File: src/rtl/demux_feeder.sv
// demux_feeder: buffers a 64-bit valid/ready stream and issues one word per cycle to a 4-lane demux.
// Latency: a word offered to an empty FIFO shows on out_* two cycles later; 1 word/cycle sustained.
// Backpressure: in_ready low when full; the head stalls while its selected lane is not ready.
// Optional feature macro: DEMUX_FEEDER_STATS_EN adds per-lane pop counters on lane_count.
module demux_feeder #(
  parameter int DEPTH           = 8,
  parameter bit RR_MODE_DEFAULT = 1'b0
) (
  input  logic                    clk,
  input  logic                    rst_n,
  input  logic                    flush,
  input  logic                    mode_rr,
  input  logic                    in_valid,
  output logic                    in_ready,
  input  logic [63:0]             in_data,
  input  logic [1:0]              in_dest,
  input  logic [3:0]              lane_ready,
  output logic                    out_valid,
  output logic [1:0]              out_ctrl,
  output logic [63:0]             out_data,
  output logic [$clog2(DEPTH):0]  fifo_level
`ifdef DEMUX_FEEDER_STATS_EN
  ,
  output logic [127:0]            lane_count
`endif
);

  localparam int AW = $clog2(DEPTH);
  localparam int LW = AW + 1;

  // Each entry holds {dest, data}.
  logic [65:0]   mem [DEPTH];
  logic [AW-1:0] wr_ptr;
  logic [AW-1:0] rd_ptr;
  logic [LW-1:0] level;
  logic [1:0]    rr_ptr;
  logic          mode_q;
  logic          alive;
  logic [65:0]   head;
  logic [1:0]    sel_lane;
  logic          push;
  logic          pop;

  // Lane choice for the head word: its own tag, or the round-robin pointer.
  assign head       = mem[rd_ptr];
  assign sel_lane   = mode_q ? rr_ptr : head[65:64];
  // alive keeps in_ready low until the first clock after reset release.
  assign in_ready   = alive && (level < LW'(DEPTH));
  assign push       = in_valid && in_ready && !flush;
  assign pop        = (level != '0) && lane_ready[sel_lane] && !flush;
  assign fifo_level = level;

  // Storage array, written only by an accepted push; contents are don't-care when empty.
  always_ff @(posedge clk) begin
    if (push) begin
      mem[wr_ptr] <= {in_dest, in_data};
    end
  end

  // Pointers and occupancy; flush discards any push or pop of the same cycle.
  always_ff @(posedge clk or negedge rst_n) begin
    if (!rst_n) begin
      wr_ptr <= '0;
      rd_ptr <= '0;
      level  <= '0;
    end else if (flush) begin
      wr_ptr <= '0;
      rd_ptr <= '0;
      level  <= '0;
    end else begin
      if (push) wr_ptr <= wr_ptr + AW'(1);
      if (pop)  rd_ptr <= rd_ptr + AW'(1);
      level <= level + LW'(push) - LW'(pop);
    end
  end

  // Mode bit is registered, so a change steers the pop decision of the following cycle.
  // The RR pointer only advances on pops made in RR mode and never skips a busy lane.
  always_ff @(posedge clk or negedge rst_n) begin
    if (!rst_n) begin
      alive  <= 1'b0;
      mode_q <= RR_MODE_DEFAULT;
      rr_ptr <= 2'd0;
    end else begin
      alive  <= 1'b1;
      mode_q <= mode_rr;
      if (flush) begin
        rr_ptr <= 2'd0;
      end else if (pop && mode_q) begin
        rr_ptr <= rr_ptr + 2'd1;
      end
    end
  end

  // Registered output stage; out_ctrl keeps its last lane when idle.
  always_ff @(posedge clk or negedge rst_n) begin
    if (!rst_n) begin
      out_valid <= 1'b0;
      out_ctrl  <= 2'd0;
      out_data  <= 64'd0;
    end else if (pop) begin
      out_valid <= 1'b1;
      out_ctrl  <= sel_lane;
      out_data  <= head[63:0];
    end else begin
      out_valid <= 1'b0;
      out_data  <= 64'd0;
    end
  end

`ifdef DEMUX_FEEDER_STATS_EN
  // Per-lane pop counters; cleared by reset only so they survive a flush.
  always_ff @(posedge clk or negedge rst_n) begin
    if (!rst_n) begin
      lane_count <= '0;
    end else if (pop) begin
      lane_count[{sel_lane, 5'b0} +: 32] <= lane_count[{sel_lane, 5'b0} +: 32] + 32'd1;
    end
  end
`endif

endmodule

File: config.mk
export PLATFORM = sky130hd
export DESIGN_NAME = demux_feeder
export DESIGN_NICKNAME = d
export VERILOG_FILES = /design/src/rtl/demux_feeder.sv
export SDC_FILE = /design/constraint.sdc
export NUM_CORES = 1
export LEC_CHECK = 0
export ABC_AREA = 1
export ABC_CLOCK_PERIOD_IN_PS = 7040
export BUFFER_PORTS_ARGS = -buffer_cell sky130_fd_sc_hd__buf_2
export CAP_MARGIN = 20
export CORE_UTILIZATION = 50
export CTS_CLUSTER_DIAMETER = 120
export DETAILED_ROUTE_END_ITERATION = 8
export PLACE_DENSITY = 0.76
export SKIP_CTS_REPAIR_TIMING = 1
export SLEW_MARGIN = 20
export SYNTH_ARGS = -nofsm -noshare
export SYNTH_HDL_FRONTEND = slang
export SYNTH_SLANG_ARGS = --single-unit
export TNS_END_PERCENT = 1
File: constraint.sdc
create_clock -name clk -period 7.04 [get_ports clk]
set_input_delay 0.704 -clock clk [delete_from_list [all_inputs] [get_ports clk]]
set_output_delay 0.704 -clock clk [all_outputs]
set_load 0.005 [all_outputs]
# ---- Word level (Yosys, flattened, before mapping)
# Memory sizes are Yosys's and may differ from the RTL's.
# Cells that the tools add are included.
dict set report word_totals {
  mem_bits_rw 528
  output_inout_bits 72
  memories 1
  wordCells 42
  register_bits 81
  inputBits 75
}
dict set report classes {
  reduce_logical 11
  addsub 5
  n_mux 14
  magnitude_cmp 2
}
# memory words width rd rd_ports_with_merged_regs write_ports line_no
set memory_table {}
lappend memory_table {mem 8 66 1 0 1 32} ;# logic [65:0] mem [DEPTH];
# operator n
set ops {}
lappend ops {{two-way mux 64 bit} 1}
lappend ops {{two-way mux 3 bit} 4}
lappend ops {{adder 3 x 1 -> 3 bit (second input constant)} 2}
lappend ops {{logical AND 1 bit} 6}
lappend ops {{two-way mux 2 bit} 3}
lappend ops {{nonzero test 2 bit} 3}
lappend ops {{adder 4 x 1 -> 4 bit} 1}
lappend ops {{less-than comparator 4 bit (second input constant)} 1}
lappend ops {{two-way mux 1 bit} 4}
lappend ops {{two-way mux 4 bit} 1}
lappend ops {{nonzero test 4 bit} 1}
lappend ops {{subtractor 4 x 1 -> 4 bit} 1}
lappend ops {{less-than comparator 2 x 3 -> 1 bit (second input constant)} 1}
lappend ops {{adder 2 x 1 -> 2 bit (second input constant)} 1}
lappend ops {{binary-select mux 1 bit (select 2 bit)} 1}
lappend ops {{logical NOT 1 bit} 1}

# ---- Longest topological paths before layout
# Gate-level depths: netlist (run 1).
# An unclocked memory read counts as a cell.
dict set report logic_depth {
  depth_word 9
  depth_mapped 19
  depth_no_buf 19
}

# ---- Least setup slack after synthesis (run 1)
# No wires, ideal clock.
dict set report synth_timing {
  kind {input port to flip-flop}
  from {input port in_valid}
  to {memory mem[4][0], enable pin}
  setup_time_ns 0.571
  path_stages 4
  required_ns 6.469
  arrival_ns 5.567
  slack_ns 0.902
  n_path_buf 0
  path_cell_list {nand2_1 -> nor2_1 -> nand2_1 -> nor3_1}
}
dict set report synth_via {
  elab_chain_cells 4
}
# item line_no
set synth_rtl {}
lappend synth_rtl {{start: declaration} 13} ;# input logic in_valid,
lappend synth_rtl {{logical AND 1 bit (2 in series)} 49} ;# assign push = in_valid && in_ready && !flush;
lappend synth_rtl {{two-way mux 1 bit} 55} ;# if (push) begin
lappend synth_rtl {{two-way mux 1 bit (implied by the code)} 56} ;# mem[wr_ptr] <= {in_dest, in_data};
lappend synth_rtl {{end: declaration} 32}
# Every way passes these cells.

# ---- Final worst setup path (run 1)
dict set report layout_timing {
  from {register rd_ptr[0]}
  to {register level[2], in the netlist fifo_level[2]}
}
dict set report layout_via {
  elab_chain_cells 8
}
# item line_no
set layout_rtl {}
lappend layout_rtl {{start: declaration} 34} ;# logic [AW-1:0] rd_ptr;
lappend layout_rtl {{start signal: assignment} 72} ;# if (pop) rd_ptr <= rd_ptr + AW'(1);
lappend layout_rtl {{memory read (8 x 66 bit)} -}
lappend layout_rtl {{two-way mux 2 bit} 46} ;# assign sel_lane = mode_q ? rr_ptr : head[65:64];
lappend layout_rtl {{binary-select mux 1 bit (select 2 bit)} 50} ;# assign pop = (level != '0) && lane_ready[sel_lane] && !flush;
lappend layout_rtl {{two-way mux 1 bit (implied by the code)} 50}
lappend layout_rtl {{logical AND 1 bit (2 in series)} 50}
lappend layout_rtl {{net pop} 42} ;# logic pop;
lappend layout_rtl {{subtractor 4 x 1 -> 4 bit} 73} ;# level <= level + LW'(push) - LW'(pop);
lappend layout_rtl {{two-way mux 4 bit} 66} ;# end else if (flush) begin
lappend layout_rtl {{end signal: assignment} 73}
lappend layout_rtl {{end: declaration} 35} ;# logic [LW-1:0] level;
# The timed path passes the listed nets, and every way through them passes these cells. The select of a mux whose other input is x is not followed.
# A chain may end at the register's enable or synchronous reset.

==> impl.org, run 1 <==
** Placed design
- Placer congestion estimate :: around 0.74
- The wire-length estimate of the detail-placed layout is roughly 26000 um.
- In this run the cell area measured after placement is ~0.024 mm^2.
- Port buffer count :: 146

** Critical path
- The critical path is of the flip-flop to flip-flop type.
- Worst reg-to-reg setup slack :: ~2.0 ns
- STA puts the critical path data arrival time at about 5.5 ns.
- Critical path required time :: 7.53 ns
- Critical path startpoint category :: flip-flop
- STA classifies the critical path endpoint as a flip-flop.
- In this run the worst path has a maximum fanout of 116.

** Clock network
- Number of levels the H-tree was split into :: 2
- In this run the deepest clock path goes through 3 buffers.
- TritonCTS created between 50 and 60 clock buffers.
- Clk_lat worst skew :: 0.61 ns
- Clock tree synthesis found a total of roughly 610 sinks.
- Clock slew seen by the registers of the worst setup and hold paths :: ~0.06 ns
- TritonCTS built the clock tree.
- The tree is rooted in a sky130_fd_sc_hd__clkbuf_16.

** Floorplan
- From bottom edge to top edge, the die measures 215.6 um.
- Core area :: 0.04461 mm^2
- The floorplan step defined a die boundary enclosing between 0.04 and 0.05 mm^2.
- approximately 150 I/O pins were placed.
- Initial core utilization :: about 51%
- Cell Rows :: 77
- Die extent in x :: about 220 um

** Global route
- Number of global-route vias before repair :: around 14000
- Global-route total usage across every layer :: a little over a fifth
- Residual overflow from global routing :: 0
- Antenna violations before repair :: 7
- Wire length of the first global-routing pass :: 76520 um
- Maximum number of pins on one net before global-route repair :: between 150 and 200

** Routing
- Total via count after detailed routing :: between 10000 and 15000
- Total Wirelength :: 48910 um
- In the routed design, unresolved DRC markers number 0.
- The first detailed-routing pass took 5 iterations.
- Dividing the detail-routed via count by the number of cells gives between 5 and 6.
- Dividing the detail-routed wire length by the instance count gives a little over 20 um.
- The first routing iteration left 1460 violations.
- The detail route stage leaves a number of antenna-violating nets equal to 0.

** Synth
- Cell area after technology mapping :: around 0.023 mm^2
- Synthesized-area fraction occupied by ao, oa, aoi and oai cells :: between 10% and 20%
- Yosys mapped the design onto 29 distinct sky130hd cell types.
- Dominant combinational cell family by area after synthesis :: compound AO/OA/AOI/OAI gates
- A synthesized cell averages ~14 um^2.
- Mux cell area share after synthesis :: 0%
- After Yosys synthesis, and, or, nand and nor cells account for 7.009% of the synthesized area.
- Mapped Cells :: 1626
- Of the total synthesized cell area, the portion taken by full adders, half adders and majority gates is 0.4716%.
- Sequential cell area fraction in the yosys report :: about four fifths
- Synthesis inferred around 610 register bits.
- After Yosys synthesis, XOR and XNOR cells account for less than 1% of the synthesized area.
- Counting every net in the synthesized netlist gives 1709.
- Yosys warns :: 0

** Timing
- Across the routed clock network, the largest skew measured is between 0.02 and 0.025 ns.
- For the pin with the worst max-slew slack, the measured transition is about 1.1 ns.
- Endpoints failing setup :: 0
- Fmax achieved :: around 200 MHz
- Final hold violations :: 0
- Time the final worst path needs with I/O delays and setup :: 4.993 ns
- Final period utilization :: a little under three quarters
- Final Hold Slack :: ~0.073 ns
- The final-report max-slew violation count is 0.
- Remaining max-slew budget at the tightest pin :: about a quarter
- Adding up every negative setup slack in the final design gives 0 ns.
- Setup repair after global routing left no endpoint under its margin.

** Final layout
- Signed area change from the synthesized netlist to the final layout :: 13.46%
- Once layout is done, the placed cells without fillers occupy ~0.026 mm^2.
- For this run, the post-layout net count is 1820.
- Fill cells in the final layout number roughly 3400.
- Area taken by multi-input logic gates :: between 0.004 and 0.005 mm^2
- Of the cells placed in the final design, the portion with a size suffix greater than 1 is around 15%.
- Storage element area :: ~0.018 mm^2

** Status
- The run finished with clean final reports.

** Worst hold path
- The tightest min-delay check is of the input pin to async pin type.

** Run
- Across the run, the number of max-cap violations was 0.

** Power
- Overall power consumption after layout is estimated at 8.843 mW.
- Maximum vdd ir drop :: 0.2260 mV
- In this run the power density over the cells is 341.6 mW/mm^2.
- The analysis attributes to cell leakage a power of 9.066 nW.
-- critical path, stage by stage (launching register included) --
cell and delay, ns:
sky130_fd_sc_hd__dfrtp_4 0.80, sky130_fd_sc_hd__buf_4 0.89, sky130_fd_sc_hd__nand2_1 0.10, sky130_fd_sc_hd__nand2_1 0.12, sky130_fd_sc_hd__nand2_1 0.05, sky130_fd_sc_hd__nand3_1 0.11
sky130_fd_sc_hd__nand3_2 0.12, sky130_fd_sc_hd__nand3_1 0.09, sky130_fd_sc_hd__nand3_1 0.09, sky130_fd_sc_hd__nand2_2 0.11, sky130_fd_sc_hd__nand3_4 0.72, sky130_fd_sc_hd__inv_1 0.52
sky130_fd_sc_hd__ha_1 0.20, sky130_fd_sc_hd__inv_1 0.04, sky130_fd_sc_hd__ha_1 0.21, sky130_fd_sc_hd__fa_1 0.41, sky130_fd_sc_hd__o21ai_0 0.16, sky130_fd_sc_hd__a21oi_1 0.06
-- cells in the mapped netlist (all sizes together) --
| master | n | area share (%) |
|---|---|---|
| edfxtp | 528 | 69 |
| nor2 | 332 | 5.6 |
| o21ai | 328 | 7.2 |
| clkbuf | 90 | 1.5 |
| dfrtp | 81 | 8.9 |
| o221ai | 64 | 2.5 |
| o22ai | 64 | 1.8 |
| nand2 | 46 | 0.78 |
| inv | 30 | 0.49 |
| nand3 | 23 | 0.55 |
| buf | 20 | 0.54 |
| ha | 7 | 0.38 |
| a21oi | 4 | 0.088 |
| nor3 | 2 | 0.044 |
| xor2 | 2 | 0.077 |
| a21o | 1 | 0.033 |
| conb | 1 | 0.016 |
| fa | 1 | 0.088 |
| nand4 | 1 | 0.027 |
| or2 | 1 | 0.027 |
-- cell type report --
cell class / count / share of cell area (%)
Sequential cell: 609 / 69.13
Multi-Input combinational cell: 877 / 17.08
Clock buffer: 82 / 6.308
Timing Repair Buffer: 162 / 3.374
Tap cell: 592 / 2.862
Clock inverter: 25 / 0.7492
Inverter: 30 / 0.4737
Antenna cell: 3 / 0.02900
-- kinds of logic after synthesis --
logic type                 Yosys count
buffers and inverters              140
other                                1
adders and majority gates            8
xor gates and xnor gates             2
DFF                                609
AOI/OAI and AO/OA                  461
and+or+nand+nor                    405
-- per-stage QoR --
stage                     utilization [%]  setup WS, ns  cells
after floorplan                         -        0.9022   1626
after global placement              53.86         2.231   2269
after detailed placement            53.86         2.080   2269
after CTS                           57.95         2.075   2376
after global routing                58.02         1.575   2379
final                               58.03         2.047   2380
-- routing by layer --
| layer | GRT usage (%) | vias to the layer above | routed length, um |
|---|---|---|---|
| met5 | 0 | - | 64 |
| met1 | 28.89 | 6808 | 20660 |
| met3 | 3.749 | 97 | 3207 |
| li1 | - | 6259 | - |
| met4 | 7.494 | 10 | 1325 |
| met2 | 34.31 | 496 | 23660 |
-- cells in the final DEF (no fill, tap or decap), drive strengths merged, types with 2 or more instances in the layout --
cell	netlist	routed
a21oi	4	4
buf	20	162
bufinv	0	3
clkbuf	90	82
clkinv	0	20
dfrtp	81	81
diode	0	3
edfxtp	528	528
ha	7	7
inv	30	31
nand2	46	46
nand3	23	23
nor2	332	332
nor3	2	2
o21ai	328	328
o221ai	64	64
o22ai	64	64
xor2	2	2
-- sequential cells by signal, summed over array words and instances (netlist names) --
signal	cells
wr_ptr	3
rd_ptr	3
out_valid	1
out_data	64
mode_q	1
alive	1
fifo_level	4
mem	528
rr_ptr	2
out_ctrl	2
-- final timing paths --
kind,startpoint,endpoint,depth (start not counted)
worst max register to register,rd_ptr[0],fifo_level[2],17
worst max-delay path,rd_ptr[0],fifo_level[2],17
worst min register to register,out_ctrl[1],out_ctrl[1],2
min in group clk,mode_rr,mode_q,1
max in group asynchronous,rst_n,rd_ptr[1],2
worst min-delay path,rst_n,fifo_level[1],1
-- power breakdown --
group          internal [mW]  switching (mW)  total (mW)
clock                   1.71            1.26        2.97
combinational          0.482            1.19        1.68
sequential              4.08           0.121        4.20
No activity file was read; power rests on OpenSTA's default activity.
==> run 2: changes to the inputs <==
Settings changed: ABC_CLOCK_PERIOD_IN_PS 7040 to 4100, PLACE_DENSITY 0.76 to 0.78.
Clock period 7.04 ns to 4.1 ns, I/O delays scaled along.
==> run 2 against run 1 <==
  * The flow now finishes with violations (negative hold slack)
  * Critical path type unchanged
  * Largest cell class unchanged
  * Sequential share of layout area is 0.83 points lower
  * Power grew 75%
  * Maximum frequency increased by 64%
  * Design area rose by 1.2%
  * Die area is the same
  * Worst hold slack worse by 0.11 ns
==> impl.org, run 2 (synthesis results as in run 1) <==
** Power
- Power density normalized to cell area :: 591.7 mW/mm^2
- Of the total power, the clock network draws between 30% and 40%.
- Summed over all nets, the switching power comes to roughly 4.5 mW.
- Maximum vdd ir drop :: 0.3902 mV
- Switching share of power :: ~29%
- Static Leak :: between 9 and 10 nW
- Power Internal :: about 11 mW
- Sequential cells burn between 40% and 50% of the power.
- Per report_power, the combinational group accounts for 19.0% of the total.

** Critical path
- The slowest stage of the critical path is the sky130_fd_sc_hd__dfrtp_4 cell.
- The worst setup path is captured at a flip-flop.
- Measured in cells, the most critical reg-to-reg path has a length of 18.
- Most Frequent Cell on Critical Path :: sky130_fd_sc_hd__nand2_1
- The largest single stage delay on the critical path is 0.56 ns.
- The most critical setup path has its startpoint at rd_ptr[0].
- By startpoint and endpoint, the worst setup path is classified as flip-flop to flip-flop.
- The signal on the critical path passes through inv_8 > nand2_1 > nand2_1 > nand2_1 > nand3_1 > nand3_2 > nand2_2 > nand2_1 > nand3_1 > nand2_2 > nand3_4 > inv_1 > ha_1 > inv_1 > ha_1 > fa_1 > o21ai_0 > a21oi_1.
- Critical path startpoint category :: flip-flop
- Critical path required time :: roughly 4.6 ns
- Worst reg-to-reg setup slack :: 1.06 ns
- The endpoint identified for the worst register-to-register timing path is fifo_level[2].
- In this run the worst path has a maximum fanout of 65.
- In this run the critical register-to-register path is launched from rd_ptr[0].
- Data on the critical path arrives at its endpoint at 3.52 ns.

** Timing
- The total count of hold-check failures in the final report was 62.
- Endpoints failing setup :: 0
- The final critical path takes up 74.20% of the cycle.
- Timing would allow up to between 300 and 400 MHz.
- Slew Limit Fails :: 0
- Worst-case setup margin in the final layout :: ~1.1 ns
- The worst pin sits at a relative slew slack of around 33%.
- After routing, the total negative slack on setup checks comes to 0 ns.
- Setup repair after global routing left no endpoint under its margin.
- Worst clock skew :: ~0.032 ns
- On the final layout, the worst hold slack is -0.03863 ns.
- Least-Margin Pin Slew :: 1.002 ns
- Subtracting the final worst setup slack from the clock period gives between 3 and 4 ns.

** Run
- Max-cap violations in this run came to 0.

** Clock network
- CTS tree :: built
- Inserted Clock Buffers :: 58
- Number of levels the H-tree was split into :: 2
- The clock passes through at most 3 buffers.
- Clk_lat worst skew :: between 0.6 and 0.7 ns
- CTS Sinks :: ~610
- Clock slew seen by the registers of the worst setup and hold paths :: around 0.06 ns
- CTS placed an instance of sky130_fd_sc_hd__clkbuf_16 at the clock tree root.

** Global route
- The initial antenna violation count came to 10.
- Number of global-route vias before repair :: between 10000 and 15000
- In this run the most used layer during global routing was met2.
- After global routing the overflow that remains totals 0.
- Global-route total usage across every layer :: a little over a fifth
- Global routing consumed, on the met2 layer, between 30% and 40% of the routing resources.
- For met1 alone, demand over resource in global routing was 29.25%.
- Routing usage on met3 :: approximately 4%
- The first global-routing pass estimated 77800 um of wire.
- Entering global routing, the biggest net connects roughly 130 pins.

** Routing
- In the routed design, unresolved DRC markers number 0.
- Total Wirelength :: roughly 50000 um
- TritonRoute pass-1 iters :: 5
- Using the TritonRoute via totals, the vias-per-cell ratio works out to a little under 6.
- Dividing the detail-routed wire length by the instance count gives approximately 21 um.
- Total via count after detailed routing :: between 10000 and 15000
- Final ANT Viol Nets :: 0
- The first routing iteration left 1752 violations.

** Worst hold path
- Hold crit path type :: input pin to async pin

** Floorplan
- The die is 215.6 um wide.
- Cell Rows :: 77
- Count of pins on the block boundary :: roughly 150
- Area of the die :: approximately 0.046 mm^2
- Once the floorplan was initialized, standard cells occupied about 51% of the core.
- The region available for standard cell placement spans about 0.045 mm^2.
- Overall die height :: 215.6 um

** Final layout
- Fraction of final layout cells sized beyond drive strength 1 :: 16.33%
- The top cell types in the final layout, fill and taps aside, are sky130_fd_sc_hd__edfxtp_1, sky130_fd_sc_hd__nor2_1, sky130_fd_sc_hd__o21ai_0, sky130_fd_sc_hd__buf_2, sky130_fd_sc_hd__dfrtp_1.
- Leading cell type in the layout, fill and taps excluded :: sky130_fd_sc_hd__edfxtp_1
- Register containing the most flip-flops in the final layout :: mem
- The register with the most flip-flops in the layout has about 530 of them.
- Number of nets at the end of the flow :: 1827
- Signed area change from the synthesized netlist to the final layout :: 14.83%

** Status
- The flow ran to the end, but the final reports show violations.
- Violations in the final reports :: negative hold slack

** Placed design
- Placement-stage worst setup slack :: about 1.1 ns
- Placer congestion estimate :: slightly below 0.8
- Once detailed placement completed, the half-perimeter wirelength came to 25200 um.
- Port buffer count :: around 150
-- run 2: cell count changes in the layout (fill, tap and decap cells not counted), sizes merged, moves of 3 or more --
cell and delta:
clkinvlp +3, buf +5, clkinv -3, bufinv +3
-- run 2: stage by stage --
step	power, mW	instance area (um^2)	utilization (%)	instances
floorplan	9.196	22820	-	1626
global placement	10.04	24190	54.22	2275
detailed placement	10.16	24190	54.23	2275
CTS	15.54	26170	58.67	2385
global route	16.19	26200	58.72	2388
finish	15.50	26200	58.73	2389
-- run 2: cell type report --
type | instances | area (um^2)
fill | 3282 | 18410
clock buffer | 81 | 1648
inverter | 30 | 122.6
tap | 592 | 740.7
timing repair buffer | 168 | 1025
sequential | 609 | 17890
multi-input combinational | 877 | 4427
clock inverter | 29 | 334.1
antenna | 3 | 7.507
-- run 2: routing by layer --
metal / share of wire [%] / vias up
met4: 1.7 / 16
met1: 42 / 6929
li1: - / 6270
met3: 6.9 / 85
met5: 0.19 / -
met2: 49 / 556
-- run 2: critical path, delay by kind of cell, from the launching register on --
family,cells,cell delay [ns]
AO/OA/AOI/OAI,2,0.25
adder cells (fa/ha/maj),3,0.90
flip-flops,1,0.56
AND/OR/NAND/NOR,10,0.80
buffers and inverters,3,0.43
-- run 2: worst max path at each step --
stage	to	slack [ns]
after floorplan	mem[5][0]	-1.93
after global placement	fifo_level[2]	1.18
after detailed placement	fifo_level[2]	1.05
after global routing	fifo_level[3]	0.74
after CTS	fifo_level[2]	1.06
final	fifo_level[2]	1.06
-- run 2: power by group through the flow --
stage               registers, mW  logic [mW]  clock network, mW
global placement             7.25        2.79                  0
detailed placement           7.25        2.91                  0
finish                       7.12        2.94               5.43
floorplan                    7.23        1.96                  0
global route                 7.15        3.29               5.75
CTS                          7.13        2.92               5.49
